<file path="config.mk">
export PLATFORM = sky130hd
export DESIGN_NAME = imem_boot_sequencer
export DESIGN_NICKNAME = d
export VERILOG_FILES = /design/src/rtl/riscv_pkg.sv /design/src/rtl/boot_halt_detector.sv /design/src/rtl/imem_boot_sequencer.sv
export SDC_FILE = /design/constraint.sdc
export NUM_CORES = 1
export LEC_CHECK = 0
export CAP_MARGIN = 20
export CORE_AREA = 2 2 135 137
export DETAILED_ROUTE_END_ITERATION = 10
export DIE_AREA = 0 0 137 139
export GPL_TIMING_DRIVEN = 0
export HOLD_SLACK_MARGIN = 0.12
export PLACE_DENSITY = 0.69
export SLEW_MARGIN = 0
export SYNTH_ARGS = -nofsm -noshare
export SYNTH_HDL_FRONTEND = slang
export SYNTH_SLANG_ARGS = --single-unit
export TNS_END_PERCENT = 5
</file>
<file path="constraint.sdc">
create_clock -name clk -period 6.55 [get_ports clk]
set_input_delay 1.31 -clock clk [delete_from_list [all_inputs] [get_ports clk]]
set_output_delay 1.31 -clock clk [all_outputs]
set_load 0.1 [all_outputs]
</file>
<file path="src/rtl/riscv_pkg.sv">
// Shared types and constants for the single-cycle RISC-V core and its boot sequencer.
package riscv_pkg;

    localparam int unsigned XLEN       = 32;
    localparam int unsigned WORD_BYTES = 4;

    typedef enum logic [2:0] {
        IDLE,
        LOAD,
        RELEASE,
        RUN,
        DONE
    } boot_state_e;

endpackage

</file>
<file path="src/rtl/boot_halt_detector.sv">
// Run-termination conditions: PC self-loop and cycle-budget exhaustion.
module boot_halt_detector #(
    parameter int unsigned PC_W  = 32,
    parameter int unsigned CYC_W = 16
) (
    input  logic [CYC_W-1:0] cycles_run,
    input  logic [CYC_W-1:0] run_budget,
    input  logic [PC_W-1:0]  core_pc,
    input  logic [PC_W-1:0]  prev_pc,
    output logic             loop_hit,
    output logic             budget_hit
);

    // One extra bit so the +1 cannot wrap when cycles_run is saturated.
    logic [CYC_W:0] cnt_next;

    always_comb begin
        cnt_next   = {1'b0, cycles_run} + (CYC_W+1)'(1);
        loop_hit   = (cycles_run != '0) && (core_pc == prev_pc);
        budget_hit = (run_budget != '0) && (cnt_next == {1'b0, run_budget});
    end

endmodule

</file>
<file path="src/rtl/imem_boot_sequencer.sv">
// Streams a program into IMEM with the core held in reset, then runs the core until
// it self-loops or its cycle budget runs out.
module imem_boot_sequencer
    import riscv_pkg::*;
#(
    parameter int unsigned IMEM_BYTES = 1024,
    parameter int unsigned CYC_W      = 16
) (
    input  logic             clk,
    input  logic             reset,
    input  logic             start,
    input  logic [CYC_W-1:0] run_cycles,
    input  logic             load_valid,
    input  logic [31:0]      load_data,
    input  logic             load_last,
    output logic             load_ready,
    output logic             imem_we,
    output logic [31:0]      imem_addr,
    output logic [31:0]      imem_wdata,
    input  logic [31:0]      core_pc,
    output logic             core_reset,
    output logic             busy,
    output logic             done,
    output logic             halt_loop,
    output logic [31:0]      words_loaded,
    output logic [CYC_W-1:0] cycles_run
);

    localparam logic [XLEN-1:0] LAST_ADDR = XLEN'(IMEM_BYTES - WORD_BYTES);

    boot_state_e      state, state_n;
    logic [XLEN-1:0]  wr_ptr;
    logic [XLEN-1:0]  prev_pc;
    logic [CYC_W-1:0] run_budget;
    logic             accept_start;
    logic             handshake;
    logic             loop_hit;
    logic             budget_hit;

    boot_halt_detector #(
        .PC_W  (XLEN),
        .CYC_W (CYC_W)
    ) u_halt (
        .cycles_run (cycles_run),
        .run_budget (run_budget),
        .core_pc    (core_pc),
        .prev_pc    (prev_pc),
        .loop_hit   (loop_hit),
        .budget_hit (budget_hit)
    );

    always_comb begin
        state_n      = state;
        accept_start = 1'b0;
        handshake    = 1'b0;
        load_ready   = 1'b0;
        core_reset   = 1'b1;
        busy         = 1'b0;
        done         = 1'b0;
        case (state)
            IDLE: begin
                if (start) begin
                    accept_start = 1'b1;
                    state_n      = LOAD;
                end
            end
            LOAD: begin
                load_ready = 1'b1;
                busy       = 1'b1;
                handshake  = load_valid;
                if (load_valid && (load_last || wr_ptr == LAST_ADDR))
                    state_n = RELEASE;
            end
            RELEASE: begin
                busy    = 1'b1;
                state_n = RUN;
            end
            RUN: begin
                core_reset = 1'b0;
                busy       = 1'b1;
                if (loop_hit || budget_hit)
                    state_n = DONE;
            end
            DONE: begin
                done = 1'b1;
                if (start) begin
                    accept_start = 1'b1;
                    state_n      = LOAD;
                end
            end
            default: state_n = IDLE;
        endcase
    end

    assign imem_we    = load_valid & load_ready;
    assign imem_addr  = wr_ptr;
    assign imem_wdata = load_data;

    always_ff @(posedge clk) begin
        if (reset) begin
            state        <= IDLE;
            wr_ptr       <= '0;
            words_loaded <= '0;
            cycles_run   <= '0;
            prev_pc      <= '0;
            halt_loop    <= 1'b0;
            run_budget   <= '0;
        end else begin
            state <= state_n;
            if (accept_start) begin
                wr_ptr       <= '0;
                words_loaded <= '0;
                cycles_run   <= '0;
                halt_loop    <= 1'b0;
                run_budget   <= run_cycles;
            end
            if (handshake) begin
                wr_ptr       <= wr_ptr + XLEN'(WORD_BYTES);
                words_loaded <= words_loaded + 32'd1;
            end
            if (state == RUN) begin
                prev_pc <= core_pc;
                if (cycles_run != '1)
                    cycles_run <= cycles_run + CYC_W'(1);
                // A simultaneous loop and budget hit reports as a self-loop halt.
                if (state_n == DONE)
                    halt_loop <= loop_hit;
            end
        end
    end

endmodule

</file>
# Yosys cells after proc, flatten, opt, wreduce, memory -nomap -nowiden
# Index checks and enable logic that the tools add are counted.
# totals
regBits	132
inputBits	85
word_cells	52
# op_classes
add_sub_neg	4
eq_ne	9
muxes	20
bitwise_logic	1
reduce_logical	11
# ops
cell	count
$mux W32	3
$mux W16	3
$add A32 B1 Y32 const B	1
$add A32 B3 Y32 const B	1
$eq A32 B10 Y1 const B	1
$eq A32 B32 Y1	1
$reduce_bool A16 Y1	2
$add A16 B1 Y17 const B	1
$eq A17 B16 Y1	1
$add A16 B1 Y16 const B	1
$ne A16 B16 Y1 const B	1
$pmux W3 S4	1
$mux W1	10
$mux W3	3
$eq A3 B2 Y1 const B	2
$eq A3 B3 Y1 const B	2
$eq A3 B1 Y1 const B	1
$logic_and A1 B1 Y1	3
$logic_not A3 Y1	1
$reduce_or A3 Y1	1
$logic_or A1 B1 Y1	2
$reduce_bool A2 Y1	1
$reduce_or A2 Y1	1
$and A1 B1 Y1	1

# Logic depth before layout (Yosys ltp)
# Gate-level depths: netlist of run 1.
# depth
word_depth	9
mapped_depth	10
depth_no_buf	9

# By module
# A second synthesis of run 1 with hierarchy kept.
# unflattened
hier_cells	895
hier_area_um2	7049.3
# by_module_without_submodules
module	n_inst	cells_each	area_per_inst_um2	seq_area_each_um2
imem_boot_sequencer	1	764	6068.3	2602.5
boot_halt_detector	1	131	980.9	0.0

# Worst setup path before layout of run 1
# OpenSTA, ideal clock, no wires.
# synth_timing
path_type	input port to output port
startpoint	input load_valid
endpoint	output imem_we
t_arrival_ps	2697
required_time_ps	5240
setup_slack_ps	2543
path_stages	4
path_buffers	2
path_cell_list	nand4bb_1 -> buf_6 -> inv_2 -> clkbuf_1
# synth_via
elab_chain_len	1
# synth_rtl
item	line_no	source
start: declaration	imem_boot_sequencer.sv:13	input logic load_valid,
$and A1 B1 Y1	imem_boot_sequencer.sv:95	assign imem_we = load_valid & load_ready;
end: declaration	imem_boot_sequencer.sv:17	output logic imem_we,
# No other way between the ends.

# Worst setup path after layout of run 1
# Same ends and word-level chain as after synthesis.

==> results of run 1 <==
==> sequential cells by signal, summed over array words and instances, names as in the netlist <==
| name | cells |
|---|---|
| halt_loop | 1 |
| run_budget | 16 |
| state | 3 |
| words_loaded | 32 |
| prev_pc | 32 |
| imem_addr | 30 |
| cycles_run | 16 |
==> power groups by stage <==
stage               Sequential [W]  Clock [W]  Combinational [W]
detailed placement        0.000849          0           0.000420
global placement          0.000849          0           0.000419
CTS                       0.000832   0.000946           0.000422
floorplan                 0.000856          0           0.000282
finish                    0.000832   0.000934           0.000422
global route              0.000835   0.000990           0.000451
==> final cells by class <==
class / instances / area [um2]
Fill cell: 1703 / 8172
Inverter: 9 / 33.78
Clock inverter: 13 / 136.4
Tap cell: 229 / 286.5
Multi-Input combinational cell: 669 / 3840
Sequential cell: 130 / 2603
Buffer: 82 / 471.7
Timing Repair Buffer: 167 / 1672
Clock buffer: 19 / 442.9
==> per-layer routing <==
metal | vias up | global-route usage, %
li1 | 3448 | -
met1 | 3196 | 28.56
met2 | 254 | 34.28
met3 | 35 | 6.798
met4 | 0 | 7.162
met5 | - | 0
==> critical path, stage by stage <==
cell and delay [ns]:
clkdlybuf4s50_1 0.47, nand4bb_1 0.12, buf_6 0.17, inv_2 0.13, clkbuf_1 0.43, clkdlybuf4s50_1 1.23
==> through the flow <==
step / setup WS (ns) / std cells
floorplan: 2.543 / 890
global placement: 1.402 / 1286
detailed placement: 1.406 / 1286
CTS: 1.385 / 1318
global route: 1.308 / 1318
finish: 1.381 / 1318
==> logic make-up after synthesis <==
group	Yosys count	synth area share [%]
flip-flops	130	37.48
other	1	0.05400
adder cells (fa/ha/maj)	4	0.7207
AO/OA/AOI/OAI	165	13.73
AND/OR/NAND/NOR	421	30.52
XOR/XNOR	61	7.694
multiplexers	16	2.523
buffers and inverters	91	7.279
==> cells in the final DEF (no fill, tap or decap), drive strengths merged, types with 31 or more instances in the layout <==
| cell type | count |
|---|---|
| nor2 | 86 |
| clkdlybuf4s50 | 167 |
| nand4 | 31 |
| buf | 48 |
| dfxtp | 130 |
| nand2 | 148 |
| clkbuf | 53 |
| nand3 | 47 |
| xor2 | 35 |
| a21oi | 96 |
==> worst paths after layout <==
path                                  endpoint  depth (start not counted)          start
worst max-delay path                   imem_we                          6     load_valid
worst min-delay path               prev_pc[28]                          2    prev_pc[28]
worst max register to register  cycles_run[14]                          8  cycles_run[0]
worst min register to register     prev_pc[28]                          2    prev_pc[28]
==> impl_metrics.yaml, run 1 <==
cells_and_area:
  utilization_pct: 53.72
  drive_gt1_share_pct: 10.01
  final_nets: 1165
  final_area_um2: 9485
  antennaDiodeCount: 0
  area.growth.synth_to_final_pct: 36.59
floorplan:
  dieArea_um2: 19040
  die_w_um: 137
  die_h_um: 139
  pin_count: 203
  rows: 49
  initial_core_util_pct: 39.33
  core_um2: 17660
worst_setup_path:
  worstPathRequired_ns: 5.24
  end_kind: "primary output"
  crit_type: "input port to primary output"
  arrival_ns: 3.86
  crit_fanout: 10
  worst_setup_path_start_kind: "input port"
  rrSetupSlack_ns: 3.66
routing:
  wl_per_cell_um: 15.77
  vias: 6933
  dr_wl_met3_um: 1694
  viasPerCell: 5.260
  route.detailed.drc: 0
  wl_um: 20780
  firstDrtPassIters: 5
  wl_met1_um: 9028
  dr_wl_met2_um: 9633
  ant_nets: 0
  drt_iter0_drc: 382
  top_layer_used: "met4"
yosys:
  ys_warn_count: 0
  synth.area.top_cells: "dfxtp_1, nand2_1, a21oi_1"
  yosysMostFrequentCell: "nand2_1"
  synthFlopType: "dfxtp_1"
  synth_seq_cells: 130
  ys_types: 60
  synth_edf_count: 0
  synth-async-reset-ratio_pct: 0
  synth_area_per_cell_um2: 7.811
  synthCells: 889
  netlist_area_um2: 6944
  yosysTopAreaCellShare_pct: 37.48
  yosysTopAreaCell: "dfxtp_1"
  synth_common_cells: "nand2_1, dfxtp_1, a21oi_1, nor2_1, nand3_1"
  yosysSeqAreaShare_pct: 37.48
global_route:
  grt_max_degree: 17
  antenna_found_initial: 0
  overflow: 0
  grt_pass1_vias: 6401
  gr-usage-all-layers_pct: 21.90
  grt_pass1_wl_um: 32920
power:
  power_frac_comb_pct: 19.3
  max-vdd-ir-drop_mv: 0.1952
  p_total_w: 0.002188
  p_clk_share_pct: 42.7
  p_per_area_nw_per_um2: 230.6
  switchingPower_w: 0.0006723
  p_int_w: 0.001515
  sequentialPowerShare_pct: 38.0
  power.leakage_nw: 3.385
  p_sw_share_pct: 30.73
timing:
  post-route-period-util_pct: 78.91
  setup-tns-final_ns: 0
  fmax_mhz: 193.5
  setup_violations: 0
  tightest_slew_ns: 1.049
  slew_violations: 0
  clock_skew_ns: 0.007971
  hold_viol: 0
  min_period_ns: 5.169
  maxSlewHeadroom_pct: 29.85
  whs_ns: 0.4635
  rsz0062_at_grt: "no"
clocking:
  cts.hold.buffers_added: 0
  cts_tree: "built"
  clk_transition_reported_paths_ns: 0.06
  cts_buffer_depth: 2
  insertion_delay_ns: 0.42
  htreeDepth: 4
  cts_root_buf: "clkbuf_16"
  clkSinkCount: 130
  cts_resized: 0
  cts_made_buffers: 17
  postCtsSetupBuffers: 0
outcome:
  status: "completed"
placement:
  placed_area_um2: 8906
  dp_hpwl_um: 15140
  port_buffers: 167
  routabilityCongestion: 0.9059
run:
  cap_violations: 0
worst_hold_path:
  worstHoldPathType: "flip-flop to flip-flop"
Note: power is estimated with default switching activity, not from simulation.
==> run 2: changes to the inputs <==
--- a/config.mk
+++ b/config.mk
@@ -11,7 +11,7 @@
 export DIE_AREA = 0 0 137 139
 export GPL_TIMING_DRIVEN = 0
 export HOLD_SLACK_MARGIN = 0.12
-export PLACE_DENSITY = 0.69
+export PLACE_DENSITY = 0.71
 export SLEW_MARGIN = 0
 export SYNTH_ARGS = -nofsm -noshare
 export SYNTH_HDL_FRONTEND = slang
==> constraint.sdc (replaced) <==
create_clock -name clk -period 4.2 [get_ports clk]
set_input_delay 0.84 -clock clk [delete_from_list [all_inputs] [get_ports clk]]
set_output_delay 0.84 -clock clk [all_outputs]
set_load 0.1 [all_outputs]
==> run 2 against run 1 <==
Against the previous run: utilization up 0.17 points; critical path depth down 1; sequential share of layout area down 0.087 points; clock skew up 0.0018 ns; clock-buffer cell count unchanged; non-clock buffer count unchanged.
==> impl_metrics.yaml, run 2 (synthesis gave the netlist of run 1 again) <==
global_route:
  grt_pass1_wl_um: 33380
  antenna_found_initial: 0
  overflow: 0
  grt_max_degree: 17
  grt_pass1_vias: 6497
  gr-usage-all-layers_pct: 22.20
power:
  p_per_area_nw_per_um2: 367.5
  max-vdd-ir-drop_mv: 0.3039
  power.leakage_nw: 3.405
placement:
  place_inst: 1286
  port_buffers: 167
  routabilityCongestion: 0.9096
  dp_hpwl_um: 15260
timing:
  maxSlewHeadroom_pct: 29.88
  slew_violations: 0
  setup_violations: 0
  fmax_mhz: 246.6
  tightest_slew_ns: 1.048
  rsz0062_at_grt: "no"
  min_period_ns: 4.055
  post-route-period-util_pct: 96.55
  hold_viol: 0
  setup-tns-final_ns: 0
  clock_skew_ns: 0.009748
  whs_ns: 0.4640
clocking:
  postCtsSetupBuffers: 0
  clkSinkCount: 130
  cts_buffer_depth: 2
  htreeDepth: 4
  insertion_delay_ns: 0.43
  cts_made_buffers: 17
  clk_transition_reported_paths_ns: 0.06
  cts_root_buf: "clkbuf_16"
  cts_tree: "built"
cells_and_area:
  utilization_pct: 53.89
  final_common_cell: "clkdlybuf4s50_1"
  layout_common_cells: "clkdlybuf4s50_1, nand2_1, dfxtp_1"
  area.growth.synth_to_final_pct: 37.03
  drive_gt1_share_pct: 10.10
  stdcell_count: 1318
  final_nets: 1165
  antennaDiodeCount: 0
  nFillCells: 1685
floorplan:
  rows: 49
  core_um2: 17660
  dieArea_um2: 19040
  initial_core_util_pct: 39.33
  die_w_um: 137
  pin_count: 203
  die_h_um: 139
worst_hold_path:
  holdPathStages: 2
  worstHoldPathType: "flip-flop to flip-flop"
routing:
  ant_nets: 0
  route.detailed.drc: 0
  firstDrtPassIters: 6
  viasPerCell: 5.360
  drt_iter0_drc: 445
  wl_um: 21260
  wl_per_cell_um: 16.13
  vias: 7065
outcome:
  status: "completed"
run:
  cap_violations: 0
worst_setup_path:
  worst_setup_path_start_kind: "flip-flop"
  reg2reg_depth: 8
  crit_type: "flip-flop to primary output"
  end_kind: "primary output"
  rrSetupSlack_ns: 1.44
  arrival_ns: 3.22
  crit_fanout: 10
  worstPathRequired_ns: 3.36
[run 2: cell types whose count changed in the layout (fill, tap and decap cells not counted)]
cell             delta
clkdlybuf4s50_1     -1
bufinv_16           +1
dlygate4sd2_1       +1
clkbuf_8            +1
clkbuf_1            -1
clkinv_4            -1
[run 2: layer usage]
layer  track usage [%]  part of all wire (%)  up-vias
met4             8.139                   2.3        0
li1                  -                     -     3448
met3             6.177                   7.5       38
met5                 0                     0        -
met2             35.30                    47      265
met1             28.56                    43     3314
[run 2: layout make-up]
| class | count | area [um2] | share of cell area (%) |
|---|---|---|---|
| Clock inverter | 13 | 157.7 | 1.657 |
| Inverter | 9 | 33.78 | 0.3550 |
| Multi-Input combinational cell | 669 | 3840 | 40.35 |
| Clock buffer | 19 | 452.9 | 4.760 |
| Tap cell | 229 | 286.5 | 3.011 |
| Sequential cell | 130 | 2603 | 27.35 |
| Buffer | 82 | 471.7 | 4.957 |
| Timing Repair Buffer | 167 | 1670 | 17.55 |
[run 2: report_power, final]
group          internal, W  switching [W]
Combinational     0.000208       0.000453
Clock             0.000963       0.000575
Sequential         0.00127      0.0000310
[run 2: stage by stage]
stage / instance area, um2 / power (W) / worst slack [ns]
after floorplan: 6948 / 0.001773 / 0.8474
after detailed placement: 8906 / 0.001979 / -0.02559
after global routing: 9515 / 0.003624 / 0.005111
final: 9515 / 0.003497 / 0.1449
after CTS: 9515 / 0.003509 / 0.1373
after global placement: 8906 / 0.001975 / -0.008994
[run 2: worst paths after layout]
check | from | end
max | state[0] | core_reset
min | prev_pc[30] | prev_pc[30]
max reg2reg | cycles_run[0] | cycles_run[14]
min reg2reg | prev_pc[30] | prev_pc[30]
[run 2: timing repair]
action	CTS	global route
hold buffers	0	0
setup endpoints to repair	1	0
gates resized for setup	1	0
[run 2: critical path: stages, from the launching register on]
cell	delay [ns]
dfxtp_1	0.38
inv_1	0.12
nor3b_2	0.66
inv_1	0.26
clkbuf_1	0.32
clkdlybuf4s50_1	1.05
==> edit 1, RTL diff (flow settings as in run 2) <==
Reset style: asynchronous (`reset`), changed in one clocked block.
--- a/src/rtl/imem_boot_sequencer.sv
+++ b/src/rtl/imem_boot_sequencer.sv
@@ -97,5 +97,5 @@
     assign imem_wdata = load_data;
 
-    always_ff @(posedge clk) begin
+    always_ff @(posedge clk or posedge reset) begin
         if (reset) begin
             state        <= IDLE;
Formal check against the unedited RTL: differs if reset is asserted again (counterexample within 4 cycles, from zero or initial values and one cycle with reset high); with reset held inactive, the same outputs for 10 cycles.
==> edit 1 against run 2 <==
Routed wire length fell by 10%; sequential cell count unchanged; register-to-register slack got worse by 0.19 ns; sequential power about the same; area after synthesis increased by 2.3%; total power decreased by 11%; setup slack improved by 0.26 ns; final area increased by 2.2%; global-route usage fell by 1.5 points.
==> edit 1: results <==
{
  "p_leak_nw": 4.307,
  "syn_to_final_growth_pct": 36.86,
  "wl_per_cell_um": 15.40,
  "r2r-start": "cycles_run[0]",
  "hold_end": "words_loaded[31]",
  "dpl_worst_slack_ns": -0.1963,
  "grt_max_degree": 41,
  "synth_area_leaders": "dfrtp_1, nand2_1, xor2_1",
  "met3_wirelength_um": 1269,
  "grtUsageMet2": 0.3318,
  "wl_um": 19110,
  "grt_first_pass_wirelength_um": 31280,
  "synth_common_cells": "nand2_1, dfrtp_1, nand3_1, o21ai_0, buf_4",
  "syn_area_per_cell_um2": 8.805,
  "placed_area_um2": 9149,
  "dpl.hpwl_um": 14030,
  "r2r_end": "cycles_run[2]",
  "fillers": 1611,
  "hold_start": "words_loaded[31]",
  "max_slew_margin": 0.2967,
  "p_sw_frac": 0.2603,
  "port_buffers": 168,
  "hold_path_depth": 1,
  "final_nets": 1088,
  "grtUsageTotal": 0.2072,
  "grt_pass1_vias": 6245,
  "yosysUniqueCellTypes": 61,
  "drive_gt1_frac": 0.1008,
  "r2r_slack_ns": 1.25,
  "vias_per_cell": 5.274,
  "cp-start-kind": "flop",
  "met2_length_um": 9096,
  "dp.cells": 1209,
  "cp-startpoint": "state[0]",
  "drt-initial-drc-count": 479,
  "wl_met1_um": 8412,
  "grt.met3_usage": 0.05446,
  "ir_worst_vdd_uv": 270.5,
  "ys_async_sr_fraction": 1.000,
  "gp_congestion": 0.9196,
  "outcome": "finished clean",
  "period_needed_ns": 3.797
}
==> edit 1: cell count changes in the layout (fill, tap and decap cells not counted), moves of 9 or more <==
cell,run 2,this run
a21oi_1,96,8
dfrtp_1,0,130
dfxtp_1,130,0
mux2_2,11,0
mux2i_1,4,13
nand2_1,147,208
nor2_1,85,26
o211ai_1,8,18
o21a_1,9,0
o21ai_0,25,41
o21ai_1,0,21
o31ai_1,3,27
==> edit 1: final cells by class <==
class	count	area share
inverters	15	0.006176
flip-flops and latches	130	0.3345
repair buffers	172	0.1794
plain buffers	73	0.04529
clock inverters	13	0.01415
well taps	229	0.02946
clock buffers	19	0.04555
multi-input cells	590	0.3455
==> edit 1: power by group through the flow <==
stage                     sequential (mW)  combinational, mW  clock, mW
after detailed placement             1.32              0.343          0
after global placement               1.32              0.334          0
final                                1.30              0.340       1.46
after CTS                            1.30              0.344       1.49
after global routing                 1.30              0.364       1.54
after floorplan                      1.31              0.231          0
==> edit 1: kinds of logic (layout without fill, tap and decap cells) <==
group | after synthesis | after routing | synth area share
AOI/OAI and AO/OA | 135 | 135 | 0.1204
xor gates and xnor gates | 53 | 53 | 0.06639
adders and majority gates | 4 | 4 | 0.007044
buffers and inverters | 88 | 292 | 0.06991
DFF | 130 | 130 | 0.4578
muxes | 13 | 13 | 0.01831
other | 1 | 2 | 0.0005278
and+or+nand+nor | 383 | 383 | 0.2596
==> edit 1: repair_timing <==
item | CTS | global route
endpoints found under the setup margin | 1 | 1
pin swaps | 0 | 0
cloned | 0 | 0
gates resized for setup | 1 | 2
==> edit 1: worst max-delay path, stage by stage, from the launching register on <==
cell             delay, ns
dfrtp_1               0.44
nor3b_2               0.22
inv_2                 0.18
clkbuf_1              0.46
clkdlybuf4s50_1       1.23
==> edit 2, RTL diff (settings of run 2) <==
Without the edit above. `CYC_W` is set to 16 in 2 places; all go to 32.
--- a/src/rtl/boot_halt_detector.sv
+++ b/src/rtl/boot_halt_detector.sv
@@ -2,5 +2,5 @@
 module boot_halt_detector #(
     parameter int unsigned PC_W  = 32,
-    parameter int unsigned CYC_W = 16
+    parameter int unsigned CYC_W = 32
 ) (
     input  logic [CYC_W-1:0] cycles_run,
--- a/src/rtl/imem_boot_sequencer.sv
+++ b/src/rtl/imem_boot_sequencer.sv
@@ -5,5 +5,5 @@
 #(
     parameter int unsigned IMEM_BYTES = 1024,
-    parameter int unsigned CYC_W      = 16
+    parameter int unsigned CYC_W      = 32
 ) (
     input  logic             clk,
Interface: changed (resized cycles_run and run_cycles); port bits go from 203 to 235. The function was not compared with the original's and may differ.
==> edit 2 against run 2 <==
Critical endpoint is now imem_we; register-to-register slack lost 1.2 ns; final area grew 23%; core utilization grew 12 points; total power grew 39%; setup slack got worse by 0.027 ns; global-route usage up 7.3 points; combinational power up 130%; sequential cell count increased by 32; synthesized cell count increased by 30%; area after synthesis up 27%; non-clock buffer count rose by 58; largest power group is now registers; routed wire length is 34% higher.
==> edit 2: results <==
{
  "drive_gt1_frac": 0.06758,
  "yosysWarnings": 0,
  "hold_start": "prev_pc[27]",
  "dpl_worst_slack_ns": -0.1624,
  "grt_first_pass_wirelength_um": 44600,
  "synth_common_cells": "nand2_1, dfxtp_1, a21oi_1, nor2_1, xnor2_1",
  "port_buffers": 200,
  "gp_congestion": 0.9556,
  "hold_path_depth": 2,
  "grt_antenna_before_repair": 2,
  "r2r_end": "cycles_run[8]",
  "first_pass_iters": 5,
  "skew_ns": 0.01134,
  "dpl.hpwl_um": 20970,
  "ys_async_sr_fraction": 0,
  "final_nets": 1484,
  "vias_per_cell": 5.731,
  "r2r.worst_path.cells": 10,
  "cp.arrival_ns": 3.24,
  "cp-startpoint": "load_valid",
  "hp-class": "reg2reg",
  "fillers": 1604,
  "grt_max_degree": 17,
  "r2r-start": "cycles_run[0]",
  "tightestPinTransition_ns": 1.034,
  "clk_pin_slew_ns": 0.06,
  "htreeDepth": 4,
  "cp_slowest_stage_delay_ns": 0.94,
  "cts_root_buf": "clkbuf_16",
  "num_antenna_cells": 0,
  "cts.path.max_buffers": 2,
  "synth_area_leaders": "dfxtp_1, nand2_1, a21oi_1",
  "cp-start-kind": "input pin",
  "whs_ns": 0.4659,
  "ir_worst_vdd_uv": 334.2,
  "syn_area_per_cell_um2": 7.597,
  "yosysUniqueCellTypes": 56,
  "r2r_slack_ns": 0.28,
  "p_leak_nw": 3.947,
  "outcome": "finished clean",
  "drt-initial-drc-count": 844,
  "ys_seq_area_frac": 0.3683,
  "wl_um": 28430,
  "grt_pass1_vias": 8642,
  "ys.flop_type": "dfxtp_1",
  "grtUsageTotal": 0.2951,
  "cts_buffers": 17,
  "clk_latency_ns": 0.43,
  "dp.cells": 1589,
  "cp_slowest_cell": "dlygate4sd2_1",
  "wl_per_cell_um": 17.55,
  "crit_fanout": 10,
  "hold_end": "prev_pc[27]"
}
[edit 2: cell count changes in the layout (fill, tap and decap cells not counted), sizes merged, moves of 20 or more]
cell / change
a21oi: +46
dfxtp: +32
nand2: +52
clkdlybuf4s50: +33
or3: +20
xnor2: +40
clkbuf: +27
[edit 2: cells by family (layout without fill, tap and decap cells)]
group	after synthesis	in the layout	share of synthesized area
adder cells (fa/ha/maj)	4	4	0.005684
AND/OR/NAND/NOR	531	531	0.3003
buffers and inverters	120	351	0.06821
multiplexers	12	12	0.01492
AO/OA/AOI/OAI	245	245	0.1586
flip-flops	162	162	0.3683
other	1	2	0.0004259
XOR/XNOR	84	84	0.08356
[edit 2: worst max path at each step]
stage | endpoint | slack (ns)
floorplan | halt_loop | 0.57
global placement | imem_we | -0.18
detailed placement | imem_we | -0.16
CTS | imem_we | 0.15
global route | cycles_run[13] | 0.03
finish | imem_we | 0.12
[edit 2: metal layers]
layer	GRT usage	vias to the layer above	part of all wire
li1	-	4509	-
met3	0.07127	50	0.087
met4	0.09061	0	0.019
met5	0	-	0
met1	0.3818	4319	0.41
met2	0.4836	407	0.48
[edit 2: cell type report]
| cell class | count | area [µm²] | area share |
|---|---|---|---|
| flip-flops and latches | 162 | 3243 | 0.2775 |
| well taps | 229 | 286.5 | 0.02452 |
| repair buffers | 200 | 2001 | 0.1712 |
| multi-input cells | 878 | 4965 | 0.4248 |
| clock inverters | 12 | 157.7 | 0.01349 |
| plain buffers | 107 | 551.8 | 0.04722 |
| inverters | 13 | 48.80 | 0.004176 |
| clock buffers | 19 | 432.9 | 0.03704 |
[edit 2: power by group]
part,switching (mW),internal (mW)
combinational,1.05,0.456
clock,0.657,0.936
sequential,0.123,1.65
total,1.83,3.04
[edit 2: timing repair]
| item | 4_1_cts | 5_1_grt |
|---|---|---|
| buffers inserted | 0 | 0 |
| gates resized for setup | 1 | 0 |
| setup endpoints to repair | 1 | 0 |
[edit 2: critical path, delay by kind of cell]
kind | cells | cell delay, ns
buffers and inverters | 5 | 2.30
AND/OR/NAND/NOR | 1 | 0.10
[edit 2: through the flow]
| step | setup TNS, ns | cell area (µm²) |
|---|---|---|
| CTS | 0 | 11690 |
| global placement | -0.1758 | 11100 |
| global route | 0 | 11690 |
| detailed placement | -0.1624 | 11100 |
| finish | 0 | 11690 |
| floorplan | 0 | 8808 |
